[src/rtl/pe_cfg_pkg.sv]
// Shared PE weight-path configuration: mode encodings, FSM state codes and
// per-mode kernel geometry lookups used by the weight loader.
package pe_cfg_pkg;

    localparam int DEF_DATA_WIDTH = 8;
    localparam int DEF_ROW_NUM    = 6;

    typedef enum logic [1:0] {
        MODE_2X3X3 = 2'b00,
        MODE_4X4   = 2'b01,
        MODE_5X5   = 2'b10,
        MODE_6X6   = 2'b11
    } mode_t;

    typedef enum logic [2:0] {
        ST_IDLE  = 3'd0,
        ST_BIAS  = 3'd1,
        ST_ROW   = 3'd2,
        ST_FLUSH = 3'd3,
        ST_DONE  = 3'd4
    } state_t;

    // Rows per kernel: mode 00 carries two 3x3 kernels side by side in 3 rows.
    function automatic logic [2:0] kernel_rows_of(input mode_t m);
        case (m)
            MODE_2X3X3: kernel_rows_of = 3'd3;
            MODE_4X4:   kernel_rows_of = 3'd4;
            MODE_5X5:   kernel_rows_of = 3'd5;
            default:    kernel_rows_of = 3'd6;
        endcase
    endfunction

    function automatic logic [2:0] row_bytes_of(input mode_t m);
        case (m)
            MODE_2X3X3: row_bytes_of = 3'd6;
            MODE_4X4:   row_bytes_of = 3'd4;
            MODE_5X5:   row_bytes_of = 3'd5;
            default:    row_bytes_of = 3'd6;
        endcase
    endfunction

    function automatic logic [2:0] bias_bytes_of(input mode_t m);
        bias_bytes_of = (m == MODE_2X3X3) ? 3'd4 : 3'd2;
    endfunction

endpackage

[src/rtl/wgt_loader_if.sv]
// Command, byte-stream and wmem write bus of the weight loader.
// o_checksum only exists when WGT_LOADER_CHECKSUM_EN is defined.
interface wgt_loader_if #(
    parameter int DATA_WIDTH = 8,
    parameter int ROW_NUM    = 6,
    parameter int ADDR_WIDTH = 8,
    parameter int CNT_WIDTH  = 8,
    parameter int OUT_WIDTH  = 2 * DATA_WIDTH
);
    logic                           i_start;
    logic [1:0]                     i_mode;
    logic [ADDR_WIDTH-1:0]          i_base_addr;
    logic [CNT_WIDTH-1:0]           i_kernel_num;
    logic                           i_wgt_valid;
    logic [DATA_WIDTH-1:0]          i_wgt_data;
    logic                           o_wgt_ready;
    logic [ROW_NUM-1:0]             o_wr_en;
    logic [ADDR_WIDTH-1:0]          o_wr_addr;
    logic [DATA_WIDTH*ROW_NUM-1:0]  o_wr_data;
    logic                           o_bias_wr_en;
    logic [2*OUT_WIDTH-1:0]         o_bias_data;
    logic                           o_busy;
    logic                           o_done;
`ifdef WGT_LOADER_CHECKSUM_EN
    logic [15:0]                    o_checksum;
`endif

    modport master (
        output i_start, i_mode, i_base_addr, i_kernel_num, i_wgt_valid, i_wgt_data,
        input  o_wgt_ready, o_wr_en, o_wr_addr, o_wr_data, o_bias_wr_en, o_bias_data,
        input  o_busy, o_done
`ifdef WGT_LOADER_CHECKSUM_EN
        , input o_checksum
`endif
    );

    modport slave (
        input  i_start, i_mode, i_base_addr, i_kernel_num, i_wgt_valid, i_wgt_data,
        output o_wgt_ready, o_wr_en, o_wr_addr, o_wr_data, o_bias_wr_en, o_bias_data,
        output o_busy, o_done
`ifdef WGT_LOADER_CHECKSUM_EN
        , output o_checksum
`endif
    );
endinterface

[src/rtl/wgt_row_packer.sv]
// Assembles stream bytes into one packed kernel row, byte j in lane j.
// row_word already includes the byte on the input so the caller can write it on the last byte.
module wgt_row_packer #(
    parameter int DATA_WIDTH = 8,
    parameter int ROW_NUM    = 6
) (
    input  logic                          clk,
    input  logic                          rst,
    input  logic                          clear,
    input  logic                          byte_fire,
    input  logic [DATA_WIDTH-1:0]         byte_data,
    input  logic [2:0]                    row_bytes,
    output logic [DATA_WIDTH*ROW_NUM-1:0] row_word,
    output logic                          last_byte
);
    logic [2:0]                    lane;
    logic [DATA_WIDTH*ROW_NUM-1:0] asm_q;

    always_comb begin
        row_word = asm_q;
        row_word[int'(lane)*DATA_WIDTH +: DATA_WIDTH] = byte_data;
    end

    assign last_byte = (lane == row_bytes - 3'd1);

    // Clearing at each row end keeps the unused upper lanes zero for short rows.
    always_ff @(posedge clk) begin
        if (rst || clear) begin
            lane  <= '0;
            asm_q <= '0;
        end else if (byte_fire) begin
            if (last_byte) begin
                lane  <= '0;
                asm_q <= '0;
            end else begin
                lane  <= lane + 3'd1;
                asm_q <= row_word;
            end
        end
    end
endmodule

[src/rtl/wgt_loader.sv]
// PE weight loader: packs a bias+rows byte stream into wmem row-bank and bias writes.
// Optional WGT_LOADER_CHECKSUM_EN adds a 16-bit byte checksum output.
module wgt_loader
    import pe_cfg_pkg::*;
#(
    parameter int DATA_WIDTH = DEF_DATA_WIDTH,
    parameter int ROW_NUM    = DEF_ROW_NUM,
    parameter int ADDR_WIDTH = 8,
    parameter int CNT_WIDTH  = 8,
    parameter int OUT_WIDTH  = 2 * DATA_WIDTH
) (
    input  logic         i_clk,
    input  logic         i_rst,
    wgt_loader_if.slave  bus
);
    localparam int ROW_DATA_WIDTH = DATA_WIDTH * ROW_NUM;

    state_t                    state;
    mode_t                     mode_q;
    logic [ADDR_WIDTH-1:0]     addr_cur;
    logic [CNT_WIDTH-1:0]      kern_left;
    logic [1:0]                bias_cnt;
    logic [2:0]                row_idx;
    logic [2*OUT_WIDTH-1:0]    bias_q;
    logic [2*OUT_WIDTH-1:0]    bias_next;

    logic [ROW_NUM-1:0]        wr_en_q;
    logic [ADDR_WIDTH-1:0]     wr_addr_q;
    logic [ROW_DATA_WIDTH-1:0] wr_data_q;
    logic                      bias_wr_en_q;
    logic [2*OUT_WIDTH-1:0]    bias_data_q;

    logic                      ready;
    logic                      fire;
    logic                      cmd_accept;
    logic                      row_last;
    logic [ROW_DATA_WIDTH-1:0] row_word;

    assign ready      = (state == ST_BIAS) || (state == ST_ROW);
    assign fire       = bus.i_wgt_valid && ready;
    assign cmd_accept = (state == ST_IDLE) && bus.i_start;

    always_comb begin
        bias_next = bias_q;
        bias_next[int'(bias_cnt)*DATA_WIDTH +: DATA_WIDTH] = bus.i_wgt_data;
    end

    wgt_row_packer #(
        .DATA_WIDTH (DATA_WIDTH),
        .ROW_NUM    (ROW_NUM)
    ) u_packer (
        .clk       (i_clk),
        .rst       (i_rst),
        .clear     (cmd_accept),
        .byte_fire (fire && (state == ST_ROW)),
        .byte_data (bus.i_wgt_data),
        .row_bytes (row_bytes_of(mode_q)),
        .row_word  (row_word),
        .last_byte (row_last)
    );

    // An empty command still passes through FLUSH so o_done lands two cycles after the strobe.
    always_ff @(posedge i_clk) begin
        if (i_rst) begin
            state        <= ST_IDLE;
            mode_q       <= MODE_2X3X3;
            addr_cur     <= '0;
            kern_left    <= '0;
            bias_cnt     <= '0;
            row_idx      <= '0;
            bias_q       <= '0;
            wr_en_q      <= '0;
            wr_addr_q    <= '0;
            wr_data_q    <= '0;
            bias_wr_en_q <= 1'b0;
            bias_data_q  <= '0;
        end else begin
            wr_en_q      <= '0;
            bias_wr_en_q <= 1'b0;
            case (state)
                ST_IDLE: begin
                    if (bus.i_start) begin
                        mode_q    <= mode_t'(bus.i_mode);
                        addr_cur  <= bus.i_base_addr;
                        kern_left <= bus.i_kernel_num;
                        bias_cnt  <= '0;
                        row_idx   <= '0;
                        bias_q    <= '0;
                        state     <= (bus.i_kernel_num == '0) ? ST_FLUSH : ST_BIAS;
                    end
                end
                ST_BIAS: begin
                    if (fire) begin
                        if ({1'b0, bias_cnt} == bias_bytes_of(mode_q) - 3'd1) begin
                            bias_cnt     <= '0;
                            bias_q       <= '0;
                            bias_data_q  <= bias_next;
                            bias_wr_en_q <= 1'b1;
                            wr_addr_q    <= addr_cur;
                            state        <= ST_ROW;
                        end else begin
                            bias_cnt <= bias_cnt + 2'd1;
                            bias_q   <= bias_next;
                        end
                    end
                end
                ST_ROW: begin
                    if (fire && row_last) begin
                        wr_en_q   <= ROW_NUM'(1) << row_idx;
                        wr_data_q <= row_word;
                        wr_addr_q <= addr_cur;
                        if (row_idx == kernel_rows_of(mode_q) - 3'd1) begin
                            row_idx   <= '0;
                            addr_cur  <= addr_cur + ADDR_WIDTH'(1);
                            kern_left <= kern_left - CNT_WIDTH'(1);
                            state     <= (kern_left == CNT_WIDTH'(1)) ? ST_FLUSH : ST_BIAS;
                        end else begin
                            row_idx <= row_idx + 3'd1;
                        end
                    end
                end
                ST_FLUSH: state <= ST_DONE;
                ST_DONE:  state <= ST_IDLE;
                default:  state <= ST_IDLE;
            endcase
        end
    end

`ifdef WGT_LOADER_CHECKSUM_EN
    logic [15:0] csum_q;

    always_ff @(posedge i_clk) begin
        if (i_rst || cmd_accept) begin
            csum_q <= '0;
        end else if (fire) begin
            csum_q <= csum_q + 16'(bus.i_wgt_data);
        end
    end

    assign bus.o_checksum = csum_q;
`endif

    assign bus.o_wgt_ready  = ready;
    assign bus.o_wr_en      = wr_en_q;
    assign bus.o_wr_addr    = wr_addr_q;
    assign bus.o_wr_data    = wr_data_q;
    assign bus.o_bias_wr_en = bias_wr_en_q;
    assign bus.o_bias_data  = bias_data_q;
    assign bus.o_busy       = (state == ST_BIAS) || (state == ST_ROW) || (state == ST_FLUSH);
    assign bus.o_done       = (state == ST_DONE);
endmodule

[src/flat_wrapper.sv]
// flat-port wrapper written by rule: the top's interface ports become plain ports
module wgt_loader_flat import pe_cfg_pkg::*;
#(
    parameter int DATA_WIDTH = DEF_DATA_WIDTH,
    parameter int ROW_NUM    = DEF_ROW_NUM,
    parameter int ADDR_WIDTH = 8,
    parameter int CNT_WIDTH  = 8,
    parameter int OUT_WIDTH  = 2 * DATA_WIDTH
)
  (i_clk, i_rst, bus_i_start, bus_i_mode, bus_i_base_addr, bus_i_kernel_num, bus_i_wgt_valid, bus_i_wgt_data, bus_o_wgt_ready, bus_o_wr_en, bus_o_wr_addr, bus_o_wr_data, bus_o_bias_wr_en, bus_o_bias_data, bus_o_busy, bus_o_done);
  wgt_loader_if #(.DATA_WIDTH(DATA_WIDTH), .ROW_NUM(ROW_NUM), .ADDR_WIDTH(ADDR_WIDTH), .CNT_WIDTH(CNT_WIDTH), .OUT_WIDTH(OUT_WIDTH)) bus_i ();
  input  logic i_clk;
  input  logic i_rst;
  input wire logic [$bits(bus_i.i_start)-1:0] bus_i_start;
  input wire logic [$bits(bus_i.i_mode)-1:0] bus_i_mode;
  input wire logic [$bits(bus_i.i_base_addr)-1:0] bus_i_base_addr;
  input wire logic [$bits(bus_i.i_kernel_num)-1:0] bus_i_kernel_num;
  input wire logic [$bits(bus_i.i_wgt_valid)-1:0] bus_i_wgt_valid;
  input wire logic [$bits(bus_i.i_wgt_data)-1:0] bus_i_wgt_data;
  output wire logic [$bits(bus_i.o_wgt_ready)-1:0] bus_o_wgt_ready;
  output wire logic [$bits(bus_i.o_wr_en)-1:0] bus_o_wr_en;
  output wire logic [$bits(bus_i.o_wr_addr)-1:0] bus_o_wr_addr;
  output wire logic [$bits(bus_i.o_wr_data)-1:0] bus_o_wr_data;
  output wire logic [$bits(bus_i.o_bias_wr_en)-1:0] bus_o_bias_wr_en;
  output wire logic [$bits(bus_i.o_bias_data)-1:0] bus_o_bias_data;
  output wire logic [$bits(bus_i.o_busy)-1:0] bus_o_busy;
  output wire logic [$bits(bus_i.o_done)-1:0] bus_o_done;
  assign bus_i.i_start = bus_i_start;
  assign bus_i.i_mode = bus_i_mode;
  assign bus_i.i_base_addr = bus_i_base_addr;
  assign bus_i.i_kernel_num = bus_i_kernel_num;
  assign bus_i.i_wgt_valid = bus_i_wgt_valid;
  assign bus_i.i_wgt_data = bus_i_wgt_data;
  assign bus_o_wgt_ready = bus_i.o_wgt_ready;
  assign bus_o_wr_en = bus_i.o_wr_en;
  assign bus_o_wr_addr = bus_i.o_wr_addr;
  assign bus_o_wr_data = bus_i.o_wr_data;
  assign bus_o_bias_wr_en = bus_i.o_bias_wr_en;
  assign bus_o_bias_data = bus_i.o_bias_data;
  assign bus_o_busy = bus_i.o_busy;
  assign bus_o_done = bus_i.o_done;
  wgt_loader #(.DATA_WIDTH(DATA_WIDTH), .ROW_NUM(ROW_NUM), .ADDR_WIDTH(ADDR_WIDTH), .CNT_WIDTH(CNT_WIDTH), .OUT_WIDTH(OUT_WIDTH)) u_core (.i_clk(i_clk), .i_rst(i_rst), .bus(bus_i));
endmodule
[config.mk]
export PLATFORM = sky130hd
export DESIGN_NAME = wgt_loader_flat
export DESIGN_NICKNAME = d
export VERILOG_FILES = /design/src/rtl/pe_cfg_pkg.sv /design/src/rtl/wgt_loader_if.sv /design/src/rtl/wgt_row_packer.sv /design/src/rtl/wgt_loader.sv /design/src/flat_wrapper.sv
export SDC_FILE = /design/constraint.sdc
export NUM_CORES = 1
export LEC_CHECK = 0
export CORE_ASPECT_RATIO = 1.75
export CORE_MARGIN = 8
export CORE_UTILIZATION = 35
export DETAILED_ROUTE_END_ITERATION = 10
export GPL_TIMING_DRIVEN = 0
export HOLD_SLACK_MARGIN = 0.15
export PLACE_DENSITY_LB_ADDON = 0.2
export SLEW_MARGIN = 20
export SYNTH_ARGS = -nofsm -noshare
export SYNTH_HDL_FRONTEND = slang
export SYNTH_HIERARCHICAL = 1
export SYNTH_SLANG_ARGS = --single-unit
[constraint.sdc]
create_clock -name i_clk -period 4.75 [get_ports i_clk]
set_input_delay 1.425 -clock i_clk [delete_from_list [all_inputs] [get_ports i_clk]]
set_output_delay 1.425 -clock i_clk [all_outputs]
set_load 0.005 [all_outputs]
Yosys cells after proc, flatten, opt, wreduce, memory -nomap -nowiden
Index checks and enable logic that the tools add are counted.
Widths: inputs -> output; s select.
{"block": "op_classes", "addsub": 10, "eq_ne": 15, "shift": 5, "n_mux": 43, "bitwise_logic": 4, "n_reduce_logical": 23}
{"operator": "$mux 32", "count": 3}
{"operator": "$mux 8", "count": 9}
{"operator": "$pmux 32 s2", "count": 1}
{"operator": "$bwmux 48", "count": 1}
{"operator": "$mux 48", "count": 1}
{"operator": "$pmux 8 s2", "count": 3}
{"operator": "$shift 8x33->48 const A", "count": 1}
{"operator": "$shiftx 8x33->48", "count": 1}
{"operator": "$mux 3", "count": 13}
{"operator": "$neg 5->33", "count": 1}
{"operator": "$neg 6->33", "count": 1}
{"operator": "$shift 8x33->32 const A", "count": 1}
{"operator": "$shiftx 8x33->32", "count": 1}
{"operator": "$bwmux 32", "count": 1}
{"operator": "$pmux 3 s4", "count": 1}
{"operator": "$mux 2", "count": 5}
{"operator": "$pmux 3 s3", "count": 1}
{"operator": "$reduce_and 3->1", "count": 3}
{"operator": "$sub 3x1->3 const B", "count": 3}
{"operator": "$add 8x1->8 const B", "count": 1}
{"operator": "$eq 8x1->1 const B", "count": 1}
{"operator": "$logic_not 8->1", "count": 1}
{"operator": "$ne 2x2->1 const B", "count": 4}
{"operator": "$pmux 2 s2", "count": 2}
{"operator": "other kinds (24)", "count": 40}
{"block": "word_totals", "ff_bits": 204, "out_inout_bits": 98}

Depth between registers and ports, before layout
{"block": "logic_depth", "depth_word": 13, "mapped_depth": 12}

By module
The synthesis kept the hierarchy.
{"module": "wgt_loader", "instances": 1, "cells_each": 838, "area_per_inst_um2": 6802.8, "seq_area_each_um2": 3062.9}
{"module": "wgt_row_packer", "instances": 1, "cells_each": 292, "area_per_inst_um2": 2829.0, "seq_area_each_um2": 1021.0}

Least setup slack after synthesis
OpenSTA, ideal clock, no wires.
{"block": "synth_timing", "path_type": "in2reg", "startpoint": "input port bus_i_start", "endpoint": "register u_core.u_packer.asm_q[32]", "arrival_ps": 3030, "path_slack_ps": 1603, "path_stages": 6, "cell_sequence": "nand2b_1 nor3_1 or2_2 buf_1 a211oi_2 a22o_1"}
{"block": "synth_between", "elab_chain_cells": 2}
{"item": "start, declared", "line": "flat_wrapper.sv:14", "rtl": "input wire logic [$bits(bus_i.i_start)-1:0] bus_i_start;"}
{"item": "$logic_and 1x1->1", "line": "wgt_loader.sv:41", "rtl": "assign cmd_accept = (state == ST_IDLE) && bus.i_start;"}
{"item": "via u_core.cmd_accept", "line": "wgt_loader.sv:35", "rtl": "logic cmd_accept;"}
{"item": "$logic_or 1x1->1", "line": "wgt_row_packer.sv:28", "rtl": "if (rst || clear) begin"}
{"item": "end signal, assigned", "line": "wgt_row_packer.sv:37", "rtl": "asm_q <= row_word;"}
{"item": "end, declared", "line": "wgt_row_packer.sv:17", "rtl": "logic [DATA_WIDTH*ROW_NUM-1:0] asm_q;"}
The timed path passes the listed nets, and every way through them passes these cells.
A chain may end at the register's enable or synchronous reset.

Final worst setup path
{"block": "layout_timing", "startpoint": "register u_core.state[1]", "endpoint": "output port bus_o_done"}
{"block": "layout_between", "elab_chain_cells": 1}
{"item": "start, declared", "line": "wgt_loader.sv:18", "rtl": "state_t state;"}
{"item": "start signal, assigned", "line": "wgt_loader.sv:89", "rtl": "state <= (bus.i_kernel_num == '0) ? ST_FLUSH : ST_BIAS;"}
{"item": "start signal, assigned", "line": "wgt_loader.sv:116", "rtl": "state <= (kern_left == CNT_WIDTH'(1)) ? ST_FLUSH : ST_BIAS;"}
{"item": "$eq 3x3->1", "line": "wgt_loader.sv:150", "rtl": "assign bus.o_done = (state == ST_DONE);"}
{"item": "end, declared", "line": "flat_wrapper.sv:27", "rtl": "output wire logic [$bits(bus_i.o_done)-1:0] bus_o_done;"}
No other way between the ends.

==> metrics.cfg <==
[detailed_routing]
post_drt_via_cell_ratio = 5.17
drc_errors = 0
violation_count_after_the_first_detailed_routing_iteration = 393
avgRoutedWirePerCell_um = 18.8
ant_nets = 0
finalWirelength_um = 31400
firstDrtPassIters = 5
total_vias_in_the_final_route = 8616

[worst_setup_path]
crit_fanout = 10
crit_path_cell_trace = buf_2, buf_1, buf_2, nor2_1, and2_1, clkdlybuf4s50_1
critPathMostFrequentCell = sky130_fd_sc_hd__buf_2
required_time_of_the_critical_path_ns = 3.32
cp_slowest_stage_delay_ns = 0.44
crit_buf_inv = 4
critical-path-top-delay-family = buffers and inverters
timing.reg2reg.setup_slack_ns = 1.12
timing.critical_path.from_type = flip-flop
critical_path.endpoint_type = output pin
timing.critical_path.arrival_ns = 2.68
worst_path_max_delay_cell = sky130_fd_sc_hd__clkdlybuf4s50_1
critical_path_class = flip-flop to output pin
worstSetupPathDepth = 6
r2r.worst_path.cells = 12

[finish]
post_route_cells_drive_above_1_share_pct = 9.95
final-instance-count-excl-fill = 1665
nNetsFinal = 1332
final_design_area_no_fill_um2 = 12100
layout.filler_cells = 2757
synthToLayoutAreaGrowth_pct = 25.8
antenna_cells = 0

[sta]
maxSlewHeadroom_pct = 41.2
whs_ns = 0.450
setup-tns-final_ns = 0
worst_pin_slew_ns = 0.879
final.min_clock_period_ns = 4.11
clock-skew-final_ns = 0.0117
report.final.slew_viol_count = 0
fmax_mhz = 243
finalCritPeriodShare_pct = 86.5
hold_viol = 0
final_number_of_setup_violating_endpoints = 0
setup_repair_after_global_routing_missed_its_margin = false

[yosys]
synth.ff_latch_count = 204
count_leader_synth = sky130_fd_sc_hd__dfxtp_1
ys_seq_area_share_pct = 42.4
share_of_flip_flops_with_an_asynchronous_set_or_reset_after_synthesis_pct = 0
synth_mux_area_share_pct = 5.09
xor_and_xnor_area_share_after_synthesis_pct = 0.883
ys_warn_count = 6
yosys.cell_types.count = 81
post_synth.cell_area_avg_um2 = 8.52
synth_area_um2 = 9630
yosys.area_share.simple_pct = 23.2
ys_top_cells_by_count = sky130_fd_sc_hd__dfxtp_1, sky130_fd_sc_hd__nand2_1, sky130_fd_sc_hd__a21oi_1
syn-num-nets = 1180
dominant_combinational_cell_family_by_area_after_synthesis = simple AND/OR/NAND/NOR gates
post_synthesis_compound_gate_area_fraction_pct = 20.6
ys_dominant_reg_cell = sky130_fd_sc_hd__dfxtp_1
synth-edff-count = 0
post_synth_fa_ha_maj_area_fraction_pct = 2.60
synth_top_area_share_pct = 42.4
synth_area_leaders = sky130_fd_sc_hd__dfxtp_1, sky130_fd_sc_hd__a21oi_1, sky130_fd_sc_hd__nand2_1
post_synth_inst_count = 1130
netlist.top_cell.by_area = sky130_fd_sc_hd__dfxtp_1

[min_path]
hp-class = flip-flop to flip-flop
holdPathStages = 2

[place]
globalplace.congestion = 0.856
dp.cells = 1627
buffer_ports.inserted = 127
place_area_um2 = 11400
detailed_place_hpwl_um = 23300

[die]
initial_utilization_pct = 35.4
ios = 128
die_area_um2 = 33300
chipHeight_um = 235
chipWidth_um = 141
std_cell_rows = 80
fp.coreArea_um2 = 27200

[run_status]
status = finished, final reports clean

[grt]
antenna_found_initial = 0
global_route_wire_length_before_repair_um = 48700
grt.overflow.total = 0
first_global_vias = 8857
grt_max_degree = 14
globalRouteTotalUtil_pct = 18.5

[power]
report.power.total_w = 0.00427
leakage_nw = 4.18
power_density_nw_per_um2 = 353
vdd_drop_max_uv = 263

[clock_tree]
ctsHtreeMaxLevel = 1
postCtsResizedCells = 0
cts_inserted_buffers = 22
clock_tree_from_tritoncts = built
max-clock-path-buffers = 3
worstSkewPairLatency_ns = 0.51
clock-sinks = 204
clk_root_buffer_cell = sky130_fd_sc_hd__clkbuf_16
worst_setup_hold_path_clk_slew_ns = 0.06
holdBufCountCts = 0
post-cts-setup-buffers = 0

[run]
maxCapViolations = 0

-- final timing paths --
check / startpoint / endpoint
setup / recovery: u_core/state[1] / bus_o_done
hold / removal: u_core/bias_q[25] / u_core/bias_q[25]
setup reg to reg: u_core/mode_q[0] / u_core/bus.o_wr_data[47]
hold reg to reg: u_core/bias_q[25] / u_core/bias_q[25]
-- power breakdown --
| part | internal (W) | switching, W | total, W |
|---|---|---|---|
| sequential | 0.00175 | 0.0000426 | 0.00179 |
| clock | 0.00107 | 0.000703 | 0.00177 |
| combinational | 0.000245 | 0.000463 | 0.000708 |
| total | 0.00307 | 0.00121 | 0.00427 |
-- registers in the layout, summed over array words and instances (netlist names) --
| name | flops |
|---|---|
| u_core/bus.o_wr_data | 48 |
| u_core/u_packer/asm_q | 48 |
| u_core/bias_q | 32 |
| u_core/bus.o_bias_data | 32 |
| u_core/addr_cur | 8 |
| u_core/bus.o_wr_addr | 8 |
| u_core/kern_left | 8 |
| u_core/bus.o_wr_en | 6 |
| u_core/row_idx | 3 |
| u_core/state | 3 |
| u_core/u_packer/lane | 3 |
| u_core/bias_cnt | 2 |
| u_core/mode_q | 2 |
| u_core/bus.o_bias_wr_en | 1 |
-- final cells by class --
class	count	area, µm²	share of cell area (%)
Clock inverter	5	77.6	0.640
Clock buffer	33	663	5.47
Inverter	38	143	1.18
Tap cell	369	462	3.81
Buffer	80	357	2.94
Multi-Input combinational cell	808	5050	41.7
Sequential cell	204	4080	33.7
Timing Repair Buffer	128	1280	10.6
-- cell usage in the layout, fill, tap and decap left out, types with 8 or more instances in the layout --
master / instances
sky130_fd_sc_hd__a21o_1: 9
sky130_fd_sc_hd__and2_1: 10
sky130_fd_sc_hd__a21oi_1: 136
sky130_fd_sc_hd__inv_1: 36
sky130_fd_sc_hd__nand2b_1: 60
sky130_fd_sc_hd__nand3_1: 32
sky130_fd_sc_hd__a22oi_1: 12
sky130_fd_sc_hd__nor2b_1: 8
sky130_fd_sc_hd__nor2_1: 74
sky130_fd_sc_hd__clkbuf_1: 49
sky130_fd_sc_hd__nand4_1: 14
sky130_fd_sc_hd__ha_1: 20
sky130_fd_sc_hd__mux2_2: 40
sky130_fd_sc_hd__a22o_1: 24
sky130_fd_sc_hd__buf_1: 8
sky130_fd_sc_hd__dfxtp_1: 204
sky130_fd_sc_hd__o32ai_1: 16
sky130_fd_sc_hd__and3_1: 11
sky130_fd_sc_hd__o21ai_0: 22
sky130_fd_sc_hd__clkdlybuf4s50_1: 127
sky130_fd_sc_hd__buf_2: 23
sky130_fd_sc_hd__nor3_1: 28
sky130_fd_sc_hd__clkbuf_16: 23
sky130_fd_sc_hd__a211oi_1: 11
sky130_fd_sc_hd__nand2_1: 168
-- worst reg2reg max path, stage by stage, from the launching register on --
cell and delay [ns]:
sky130_fd_sc_hd__dfxtp_1 0.36, sky130_fd_sc_hd__inv_1 0.09, sky130_fd_sc_hd__ha_1 0.29, sky130_fd_sc_hd__inv_1 0.11, sky130_fd_sc_hd__inv_1 0.06, sky130_fd_sc_hd__ha_1 0.19, sky130_fd_sc_hd__xor3_2 0.44, sky130_fd_sc_hd__nor3_1 0.59
sky130_fd_sc_hd__and3_1 0.40, sky130_fd_sc_hd__buf_2 0.29, sky130_fd_sc_hd__buf_1 0.42, sky130_fd_sc_hd__nand2_1 0.15, sky130_fd_sc_hd__a21oi_1 0.15
-- metal layers --
layer	share of wire, %	global-route usage (%)	vias to the layer above
met5	0	0	-
met3	4.2	2.66	67
met4	4.1	9.22	0
li1	-	-	4287
met2	54	36.0	185
met1	37	18.3	4077
-- logic make-up after synthesis --
logic type / count (synthesis)
AND/OR/NAND/NOR: 444
adder cells (fa/ha/maj): 20
other: 1
buffers and inverters: 118
AO/OA/AOI/OAI: 293
flip-flops: 204
XOR/XNOR: 6
multiplexers: 44
-- stage by stage --
| stage | setup WS [ns] | util [%] |
|---|---|---|
| global route | 0.521 | 44.5 |
| finish | 0.643 | 44.5 |
| CTS | 0.649 | 44.5 |
| global placement | 0.110 | 41.7 |
| floorplan | 1.60 | - |
| detailed placement | 0.519 | 41.8 |
(Power assumes the default switching activity.)
